<file path="config.mk">
export PLATFORM = sky130hd
export DESIGN_NAME = hazard_ctrl
export DESIGN_NICKNAME = d
export VERILOG_FILES = /design/src/rtl/hazard_pkg.sv /design/src/rtl/fwd_sel_gen.sv /design/src/rtl/hazard_ctrl.sv
export SDC_FILE = /design/constraint.sdc
export NUM_CORES = 1
export LEC_CHECK = 0
export CAP_MARGIN = 10
export CORE_MARGIN = 3
export CORE_UTILIZATION = 27
export CTS_CLUSTER_SIZE = 24
export DETAILED_ROUTE_END_ITERATION = 10
export PLACE_DENSITY = 0.87
export SETUP_SLACK_MARGIN = 0.2
export SYNTH_ARGS = -nofsm -noshare
export SYNTH_HDL_FRONTEND = slang
export SYNTH_SLANG_ARGS = --single-unit
</file>
<file path="constraint.sdc">
create_clock -name i_clk -period 1.7 [get_ports i_clk]
set_clock_uncertainty 0.1 [all_clocks]
set_input_delay 0.17 -clock i_clk [delete_from_list [all_inputs] [get_ports i_clk]]
set_output_delay 0.17 -clock i_clk [all_outputs]
set_load 0.02 [all_outputs]
</file>
<file path="src/rtl/hazard_pkg.sv">
// hazard_pkg: shared types for the pipeline hazard controller.
package hazard_pkg;
  localparam int REG_AW = 5;
  typedef enum logic [1:0] {
    FWD_RF  = 2'b00,
    FWD_MEM = 2'b01,
    FWD_WB  = 2'b10
  } fwd_sel_e;
  typedef enum logic [1:0] {
    RUN      = 2'b00,
    LU_STALL = 2'b01,
    FREEZE   = 2'b10
  } hz_state_e;
endpackage

</file>
<file path="src/rtl/fwd_sel_gen.sv">
// fwd_sel_gen: forwarding select for one ID source; the newer EX producer beats MEM.
module fwd_sel_gen #(
  parameter int AW = 5
) (
  input  logic [AW-1:0] i_rs_addr,
  input  logic          i_rs_used,
  input  logic [AW-1:0] i_ex_rd_addr,
  input  logic          i_ex_rd_wren,
  input  logic [AW-1:0] i_mem_rd_addr,
  input  logic          i_mem_rd_wren,
  output logic [1:0]    o_sel,
  output logic          o_ex_hit
);
  import hazard_pkg::*;
  logic used, ex_m, mem_m;
  assign used     = i_rs_used & (i_rs_addr != '0);
  assign ex_m     = used & i_ex_rd_wren & (i_ex_rd_addr == i_rs_addr);
  assign mem_m    = used & i_mem_rd_wren & (i_mem_rd_addr == i_rs_addr);
  assign o_ex_hit = ex_m;
  assign o_sel    = ex_m ? FWD_MEM : mem_m ? FWD_WB : FWD_RF;
endmodule

</file>
<file path="src/rtl/hazard_ctrl.sv">
// hazard_ctrl: forwarding selects, load-use stall, branch flush and dmem freeze.
// Performance counters are built only with HAZARD_PERF_EN defined.
module hazard_ctrl #(
  parameter int REG_AW = hazard_pkg::REG_AW,
  parameter int CNT_W  = 32
) (
  input  logic              i_clk,
  input  logic              i_rst_n,
  input  logic [REG_AW-1:0] i_id_rs1_addr,
  input  logic [REG_AW-1:0] i_id_rs2_addr,
  input  logic              i_id_rs1_used,
  input  logic              i_id_rs2_used,
  input  logic [REG_AW-1:0] i_ex_rd_addr,
  input  logic              i_ex_rd_wren,
  input  logic              i_ex_is_load,
  input  logic [REG_AW-1:0] i_mem_rd_addr,
  input  logic              i_mem_rd_wren,
  input  logic              i_ex_br_taken,
  input  logic              i_dmem_busy,
  output logic [1:0]        o_forward_a,
  output logic [1:0]        o_forward_b,
  output logic              o_pc_en,
  output logic              o_if_id_en,
  output logic              o_id_ex_en,
  output logic              o_if_id_flush,
  output logic              o_id_ex_flush,
  output logic [CNT_W-1:0]  o_stall_cnt,
  output logic [CNT_W-1:0]  o_flush_cnt
);
  import hazard_pkg::*;
  hz_state_e state_q, state_d;
  logic [1:0] fwd_a_q, fwd_a_d, fwd_b_q, fwd_b_d, sel_a, sel_b;
  logic hit_a, hit_b, frz, br, lu;
  fwd_sel_gen #(.AW(REG_AW)) u_fwd_a (
    .i_rs_addr(i_id_rs1_addr), .i_rs_used(i_id_rs1_used),
    .i_ex_rd_addr(i_ex_rd_addr), .i_ex_rd_wren(i_ex_rd_wren),
    .i_mem_rd_addr(i_mem_rd_addr), .i_mem_rd_wren(i_mem_rd_wren),
    .o_sel(sel_a), .o_ex_hit(hit_a)
  );
  fwd_sel_gen #(.AW(REG_AW)) u_fwd_b (
    .i_rs_addr(i_id_rs2_addr), .i_rs_used(i_id_rs2_used),
    .i_ex_rd_addr(i_ex_rd_addr), .i_ex_rd_wren(i_ex_rd_wren),
    .i_mem_rd_addr(i_mem_rd_addr), .i_mem_rd_wren(i_mem_rd_wren),
    .o_sel(sel_b), .o_ex_hit(hit_b)
  );
  // Freeze beats branch beats load-use; the stall cycle itself never re-detects.
  assign frz = i_dmem_busy;
  assign br  = ~frz & i_ex_br_taken;
  assign lu  = ~frz & ~br & (state_q != LU_STALL) & i_ex_is_load & (hit_a | hit_b);
  assign o_pc_en       = i_rst_n & ~frz & ~lu;
  assign o_if_id_en    = i_rst_n & ~frz & ~lu;
  assign o_id_ex_en    = i_rst_n & ~frz;
  assign o_if_id_flush = ~i_rst_n | br;
  assign o_id_ex_flush = ~i_rst_n | br | lu;
  assign o_forward_a   = fwd_a_q;
  assign o_forward_b   = fwd_b_q;
  always_comb begin
    state_d = frz ? FREEZE : lu ? LU_STALL : RUN;
    fwd_a_d = o_id_ex_flush ? FWD_RF : o_id_ex_en ? sel_a : fwd_a_q;
    fwd_b_d = o_id_ex_flush ? FWD_RF : o_id_ex_en ? sel_b : fwd_b_q;
  end
  always_ff @(posedge i_clk) begin
    if (!i_rst_n) begin
      state_q <= RUN;
      fwd_a_q <= FWD_RF;
      fwd_b_q <= FWD_RF;
    end else begin
      state_q <= state_d;
      fwd_a_q <= fwd_a_d;
      fwd_b_q <= fwd_b_d;
    end
  end
`ifdef HAZARD_PERF_EN
  logic [CNT_W-1:0] stall_q, flush_q;
  always_ff @(posedge i_clk) begin
    if (!i_rst_n) begin
      stall_q <= '0;
      flush_q <= '0;
    end else begin
      if (!o_pc_en && !(&stall_q)) stall_q <= stall_q + CNT_W'(1);
      if (br && !(&flush_q)) flush_q <= flush_q + CNT_W'(1);
    end
  end
  assign o_stall_cnt = stall_q;
  assign o_flush_cnt = flush_q;
`else
  assign o_stall_cnt = '0;
  assign o_flush_cnt = '0;
`endif
endmodule

</file>
# After elaboration in Yosys (flattened, before gate mapping)
# Index checks and enable logic that the tools add are counted.
[word_totals]
word_cells = 43
regBits = 6
in_bits = 29
[op_classes]
reduce_logical = 4
n_bitwise = 24
n_mux = 6
n_eq_ne = 5
[ops]
columns = ["op", "count"]
rows = [
  ["equality test 5 bit", 4],
  ["AND 1 bit", 17],
  ["two-way mux 2 bit", 5],
  ["nonzero test 5 bit", 2],
  ["NOT 1 bit", 4],
  ["OR reduction 2 bit", 2],
  ["bitwise OR 1 bit", 3],
  ["!= test 2 x 1 -> 1 bit (second input constant)", 1],
  ["two-way mux 1 bit", 1],
]

# Logic depth before layout (Yosys ltp)
# Gate-level depths: netlist of the first run.
[depth]
word_depth = 9
ltp_mapped = 6

# Modules after synthesis
# Synthesis of the first run repeated with hierarchy kept, for this count alone.
[unflattened]
cells_unflattened = 129
area_unflattened_um2 = 1079.8
[modules_own_cells]
columns = ["module", "seq_area_each_um2", "n_inst", "area_per_inst_um2", "cells_each"]
rows = [
  ["hazard_ctrl", 120.1, 1, 774.5, 91],
  ["fwd_sel_gen", 0.0, 2, 152.6, 19],
]

# Least setup slack after synthesis of the first run
# OpenSTA, ideal clock, no wires.
[synth_timing]
path_type = "in2out"
startpoint = "in i_id_rs1_addr[0]"
endpoint = "out o_pc_en"
setup_slack_ns = -0.318
n_path_buf = 1
t_arrival_ns = 1.748
path_stages = 6
cell_sequence = "or4_1 o21ai_2 nor3_1 o2111a_2 nor2_1 buf_4"
[synth_via]
elab_chain_len = 8
elab_cells_between_ends = 9
classes_between = "eq/ne: 1; bitwise: 7; reduce/logical: 1"
[synth_rtl]
columns = ["element", "line", "text"]
rows = [
  ["from (decl)", "hazard_ctrl.sv:9", "input logic [REG_AW-1:0] i_id_rs1_addr,"],
  ["nonzero test 5 bit", "fwd_sel_gen.sv:16", "assign used = i_rs_used & (i_rs_addr != '0);"],
  ["AND 1 bit", "fwd_sel_gen.sv:16", ""],
  ["AND 1 bit", "fwd_sel_gen.sv:17", "assign ex_m = used & i_ex_rd_wren & (i_ex_rd_addr == i_rs_addr);"],
  ["AND 1 bit *", "fwd_sel_gen.sv:17", ""],
  ["bitwise OR 1 bit *", "hazard_ctrl.sv:49", "assign lu = ~frz & ~br & (state_q != LU_STALL) & i_ex_is_load & (hit_a | hit_b);"],
  ["AND 1 bit *", "hazard_ctrl.sv:49", ""],
  ["NOT 1 bit *", "n/a", ""],
  ["AND 1 bit *", "n/a", ""],
  ["to (decl)", "hazard_ctrl.sv:22", "output logic o_pc_en,"],
]
# Every way passes the cells marked *; elsewhere a longest branch is shown, timed or not.

# Worst setup path in the final report of the first run
[layout_timing]
startpoint = "in i_id_rs2_addr[1]"
endpoint = "out o_id_ex_flush"
[layout_via]
elab_chain_len = 7
elab_cells_between_ends = 8
classes_between = "eq/ne: 1; bitwise: 6; reduce/logical: 1"
[layout_rtl]
columns = ["element", "line", "text"]
rows = [
  ["from (decl)", "hazard_ctrl.sv:10", "input logic [REG_AW-1:0] i_id_rs2_addr,"],
  ["nonzero test 5 bit", "fwd_sel_gen.sv:16", ""],
  ["AND 1 bit", "fwd_sel_gen.sv:16", ""],
  ["AND 1 bit", "fwd_sel_gen.sv:17", ""],
  ["AND 1 bit *", "fwd_sel_gen.sv:17", ""],
  ["bitwise OR 1 bit *", "hazard_ctrl.sv:49", ""],
  ["AND 1 bit *", "hazard_ctrl.sv:49", ""],
  ["bitwise OR 1 bit *", "hazard_ctrl.sv:54", "assign o_id_ex_flush = ~i_rst_n | br | lu;"],
  ["to (decl)", "hazard_ctrl.sv:26", "output logic o_id_ex_flush,"],
]
# Marked as above.

==> impl_metrics.ini, run 1 <==
[outcome]
status = finished, violations left
violations = setup timing

[power_and_ir_drop]
p_total_mw = 0.708
power_density_nw_per_um2 = 471
ir_drop_mv = 0.148
p_leak_nw = 0.722

[clocking]
cts_root_buf = clkbuf_8
path_clk_slew_ns = 0.04
hold_buffers = 0
cts_sinks = 6
cts_made_buffers = 3
insertion_delay_ns = 0.22
clockBufferDepth = 2
cts_tree = built
ctsHtreeMaxLevel = 1

[yosys]
ys_seq_area_share_pct = 11.9
yosys_warnings = 0
ys_ff_latch = 6
yosys.cell_types.count = 23
synth_xor_xnor_area_share_pct = 17.3
synth_simple_gate_area_share_pct = 14.6
synth_mux_area_share_pct = 1.98
synth_compound_gate_area_share_pct = 4.94
avgSynthCellArea_sq_um = 7.85
synth_top_family_by_area = buffers and inverters
synth_fa_ha_area_share_pct = 0
synth_area_sq_um = 1010
syn_inst = 129

[detailed_routing]
dr_total_vias = 874
ant_nets = 0
firstDrtPassIters = 3
viasPerCell = 3.66
wl_mm = 2.57
drt-wirelength-per-cell_um = 10.7
drt_iter0_markers = 19
drc_errors = 0

[global_route]
grt_pass1_vias = 803
antenna_found_initial = 0
overflow = 0
grtUsageTotal_pct = 10.4
grt_first_pass_wirelength_mm = 3.51
grt_start_max_net_pins = 6

[worst_setup_path]
cp-end-kind = output port
regToRegSetupSlack_ns = 0.37
reg2reg_to = state_q[0]$_SDFF_PN0_
cp-start-kind = primary input
cp-startpoint = i_id_rs2_addr[1]
timing.rr.start = state_q[1]$_SDFF_PN0_
critical_path_class = in -> out
ff2ff_path_depth = 6
crit_arrival_ns = 1.70
crit_end = o_id_ex_flush
crit_required_ns = 1.43
critPathMaxFanout = 3

[job]
max_cap_violations = 0

[floorplanning]
die_w_um = 67.2
start_util_pct = 29.2
die_area_sq_um = 4520
rows = 21
dieHeight_um = 67.2
io_pins = 102
coreArea_sq_um = 3470

[placement]
hpwl_mm = 2.08
place.gp.congestion = 0.889
numPortBuffers = 37
placed_area_sq_um = 1320

[cells_and_area]
drive_gt1_share_pct = 30.6
fillers = 362
final_util_pct = 43.4
stdcell_area_sq_um = 1500
layout.nets = 224
syn2layout_area_growth_pct = 48.6
diodes = 0

[timing]
rsz0062_at_grt = true
max_freq_mhz = 509
setup_viol = 8
hold_viol = 0
fin_crit_sh_pct = 116
finalMaxSlewViolations = 0
final.setup.worst_slack_ns = -0.265
fin_crit_ns = 1.97

[worst_hold_path]
min_path_type = in -> reg
min-delay-start = i_dmem_busy
## cell usage in the layout (no fill, tap or decap), types with 4 or more instances in the layout
cell type	instances
xnor2_1	16
buf_4	25
buf_6	7
nor3_2	4
conb_1	64
dlygate4sd2_1	6
xor2_1	4
buf_2	4
dfxtp_1	6
clkdlybuf4s50_1	14
## flip-flops by register name, indices dropped and copies added, names as in the netlist
| signal | flops |
|---|---|
| o_forward_a | 2 |
| state_q | 2 |
| o_forward_b | 2 |
## metrics by stage
stage          setup TNS (ns)  setup slack [ns]  hold WS [ns]  instances
5_1_grt                 -1.47            -0.312         0.223        239
2_1_floorplan          -0.177            -0.108         0.192        192
3_5_place_dp            -5.66             -1.01         0.430        227
4_1_cts                -0.595            -0.285         0.391        238
6_report                -1.01            -0.265         0.191        239
3_3_place_gp            -5.31            -0.986         0.437        227
## power by group
group	total, mW	internal (mW)	switching [mW]
combinational	0.349	0.131	0.218
clock	0.216	0.152	0.0636
sequential	0.143	0.143	0.000255
## per-layer routing
layer  vias up  share of wire (%)  track usage, %
li1        421                  -               -
met1       391                 33            10.4
met2        58                 55            19.6
met3         4                 10            2.50
met4         0                1.5            5.82
met5         -                  0               0
## timing repair
action                     in CTS  in global routing
pin swaps                      15                  7
setup buffers                   8                  1
gates resized for setup        82                  7
setup endpoints to repair      10                 10
## synth_stat cells (all sizes together)
cell / n / area share (%)
buf: 65 / 48
xnor2: 16 / 14
dfxtp: 6 / 12
nor3: 6 / 3.0
nor2: 4 / 1.5
xor2: 4 / 3.5
nand2: 3 / 1.1
nand4: 3 / 1.9
o21ai: 3 / 1.9
or4: 3 / 2.2
and2: 2 / 1.2
inv: 2 / 0.74
mux2i: 2 / 2.0
nand2b: 2 / 1.2
a2bb2oi: 1 / 0.87
conb: 1 / 0.37
nand3: 1 / 0.49
nand3b: 1 / 0.74
nor4: 1 / 0.62
o2111a: 1 / 1.2
o31a: 1 / 0.99
or2: 1 / 0.62
## kinds of logic after synthesis
| family | after synthesis |
|---|---|
| buffers and inverters | 67 |
| AND/OR/NAND/NOR | 27 |
| XOR/XNOR | 20 |
| AO/OA/AOI/OAI | 6 |
| flip-flops | 6 |
| multiplexers | 2 |
| other | 1 |
## cell type report
type	count	area (sq um)	area share (%)
multi-input combinational	119	727	48.3
timing repair buffer	63	551	36.6
sequential	6	120	7.99
tap	46	57.6	3.83
clock buffer	3	41.3	2.75
inverter	2	7.51	0.499
## worst min-delay path by stage
stage	slack [ns]	endpoint	cells after the start
2_1_floorplan	0.19	state_q[1]$_SDFF_PN0_	1
3_3_place_gp	0.44	o_forward_b[0]$_SDFFE_PP0P_	2
5_1_grt	0.22	state_q[1]$_SDFF_PN0_	2
3_5_place_dp	0.43	o_forward_b[0]$_SDFFE_PP0P_	2
4_1_cts	0.39	o_forward_a[1]$_SDFFE_PP0P_	6
6_report	0.19	state_q[1]$_SDFF_PN0_	2
## critical path: stages
cell	delay (ns)
buf_6	0.09
or4_4	0.55
o21ai_4	0.19
nor3_4	0.05
o2111a_2	0.29
or2_1	0.22
buf_6	0.13
(Power assumes the default switching activity.)
==> run 2, diff against run 1 <==
- TNS_END_PERCENT: unset -> 50
==> run 2 against run 1 <==
The flow still finishes with violations (setup timing); non-clock buffer count fell by 5; register-to-register slack improved by 0.13 ns; clock power is 2% lower; via count down 1.6%; combinational power is 1% lower; critical path type unchanged; critical endpoint unchanged; largest cell class unchanged; largest power group unchanged.
==> impl_metrics.ini, run 2 (same netlist as run 1, synthesis figures left out) <==
[outcome]
status = finished, violations left
violations = setup timing

[placement]
place_inst = 229
place.gp.congestion = 0.742
numPortBuffers = 37
place_ws_ns = -1.01
hpwl_mm = 2.07

[global_route]
antenna_found_initial = 0
grtUsageTotal_pct = 9.65
grt_first_pass_wirelength_mm = 3.29
grt_pass1_vias = 765
overflow = 0
grt_start_max_net_pins = 6

[detailed_routing]
drt_iter0_markers = 26
viasPerCell = 3.68
firstDrtPassIters = 2
wl_mm = 2.41
ant_nets = 0
dr_total_vias = 860
drt-wirelength-per-cell_um = 10.3
drc_errors = 0

[cells_and_area]
syn2layout_area_growth_pct = 44.6
drive_gt1_share_pct = 27.7
layout.nets = 219
diodes = 0
final_util_pct = 42.2
final_common_cell = conb_1
fin_cells = 234
layout_common_cells = 64 x conb_1, 20 x buf_4, 16 x xnor2_1

[timing]
rsz0062_at_grt = true
max_freq_mhz = 505
hold_ws_ns = 0.159
final.setup.worst_slack_ns = -0.280
hold_viol = 0
fin_crit_sh_pct = 116
setup_viol = 5
finalMaxSlewViolations = 0
fin_crit_ns = 1.98

[floorplanning]
io_pins = 102
start_util_pct = 29.2
rows = 21
die_area_sq_um = 4520
coreArea_sq_um = 3470
dieHeight_um = 67.2
die_w_um = 67.2

[clocking]
ctsHtreeMaxLevel = 1
clockBufferDepth = 2
cts_root_buf = clkbuf_8
cts_made_buffers = 3
hold_buffers = 0
path_clk_slew_ns = 0.03
insertion_delay_ns = 0.22
cts_tree = built
cts_sinks = 6

[worst_setup_path]
reg2reg_to = o_forward_b[1]$_SDFFE_PP0P_
timing.rr.start = state_q[1]$_SDFF_PN0_
cp-end-kind = output port
crit_end = o_id_ex_flush
ff2ff_path_depth = 5
cp-start-kind = primary input
regToRegSetupSlack_ns = 0.50
critical_path_class = in -> out
crit_arrival_ns = 1.71
cp-startpoint = i_id_rs2_addr[3]
crit_required_ns = 1.43
critPathMaxFanout = 3

[worst_hold_path]
min_path_type = in -> reg

[power_and_ir_drop]
p_leak_nw = 0.705
power_density_nw_per_um2 = 478
p_switching_mw = 0.277
clock_power_share_pct = 30.3
power_frac_comb_pct = 49.2
p_int_mw = 0.423
swShare_pct = 39.5
ir_drop_mv = 0.139
seqPwrFrac_pct = 20.5

[job]
max_cap_violations = 0
==> run 2: cell types whose count changed in the layout (fill, tap and decap cells not counted), sizes merged <==
cell / before / now
buf: 36 / 31
clkdlybuf4s15: 5 / 3
clkbuf: 4 / 3
clkdlybuf4s50: 14 / 15
dlygate4sd2: 6 / 7
dlymetal6s2s: 1 / 2
==> run 2: worst min path at each step <==
| stage | cells after the start | start | endpoint |
|---|---|---|---|
| 6_report | 2 | i_dmem_busy | state_q[1]$_SDFF_PN0_ |
| 3_5_place_dp | 2 | o_forward_b[0]$_SDFFE_PP0P_ | o_forward_b[0]$_SDFFE_PP0P_ |
| 4_1_cts | 6 | i_id_rs1_addr[0] | o_forward_a[1]$_SDFFE_PP0P_ |
| 3_3_place_gp | 2 | o_forward_b[0]$_SDFFE_PP0P_ | o_forward_b[0]$_SDFFE_PP0P_ |
| 5_1_grt | 2 | i_rst_n | state_q[1]$_SDFF_PN0_ |
| 2_1_floorplan | 1 | i_dmem_busy | state_q[1]$_SDFF_PN0_ |
==> run 2: power by group through the flow <==
| stage | clock (mW) | sequential [mW] | combinational (mW) |
|---|---|---|---|
| CTS | 0.218 | 0.144 | 0.332 |
| global route | 0.231 | 0.144 | 0.368 |
| finish | 0.212 | 0.144 | 0.344 |
| floorplan | 0 | 0.146 | 0.308 |
| global placement | 0 | 0.145 | 0.330 |
| detailed placement | 0 | 0.145 | 0.333 |
==> run 2: stage by stage <==
stage | TNS, ns | power (mW) | cell area [sq um]
after floorplan | -0.178 | 0.454 | 1260
after global placement | -5.45 | 0.475 | 1340
after detailed placement | -5.73 | 0.479 | 1340
after CTS | -0.653 | 0.693 | 1410
after global routing | -0.994 | 0.743 | 1460
final | -0.652 | 0.699 | 1460
==> run 2: timing repair <==
item | CTS | global route
setup buffers | 2 | 0
pin swaps | 11 | 9
endpoints found under the setup margin | 10 | 10
gates resized for setup | 71 | 12
==> run 2: final cells by class <==
class,count,area [sq um]
flip-flops and latches,6,120
clock buffers,3,41.3
repair buffers,58,519
well taps,46,57.6
inverters,2,7.51
multi-input cells,119,718
fillers,374,2000
==> run 2: critical path, cell delays in order <==
cell and delay [ns]:
buf_6 0.09, or4_4 0.54, o21ai_4 0.19, nor3_4 0.05
o2111a_2 0.30, or2_1 0.22, buf_6 0.13
==> run 2: layer usage <==
metal	vias up	global-route usage [%]	share of wire, %
met2	67	16.2	50
met5	-	0	0
met4	0	6.84	3.2
met1	377	10.7	35
met3	8	2.16	12
li1	408	-	-
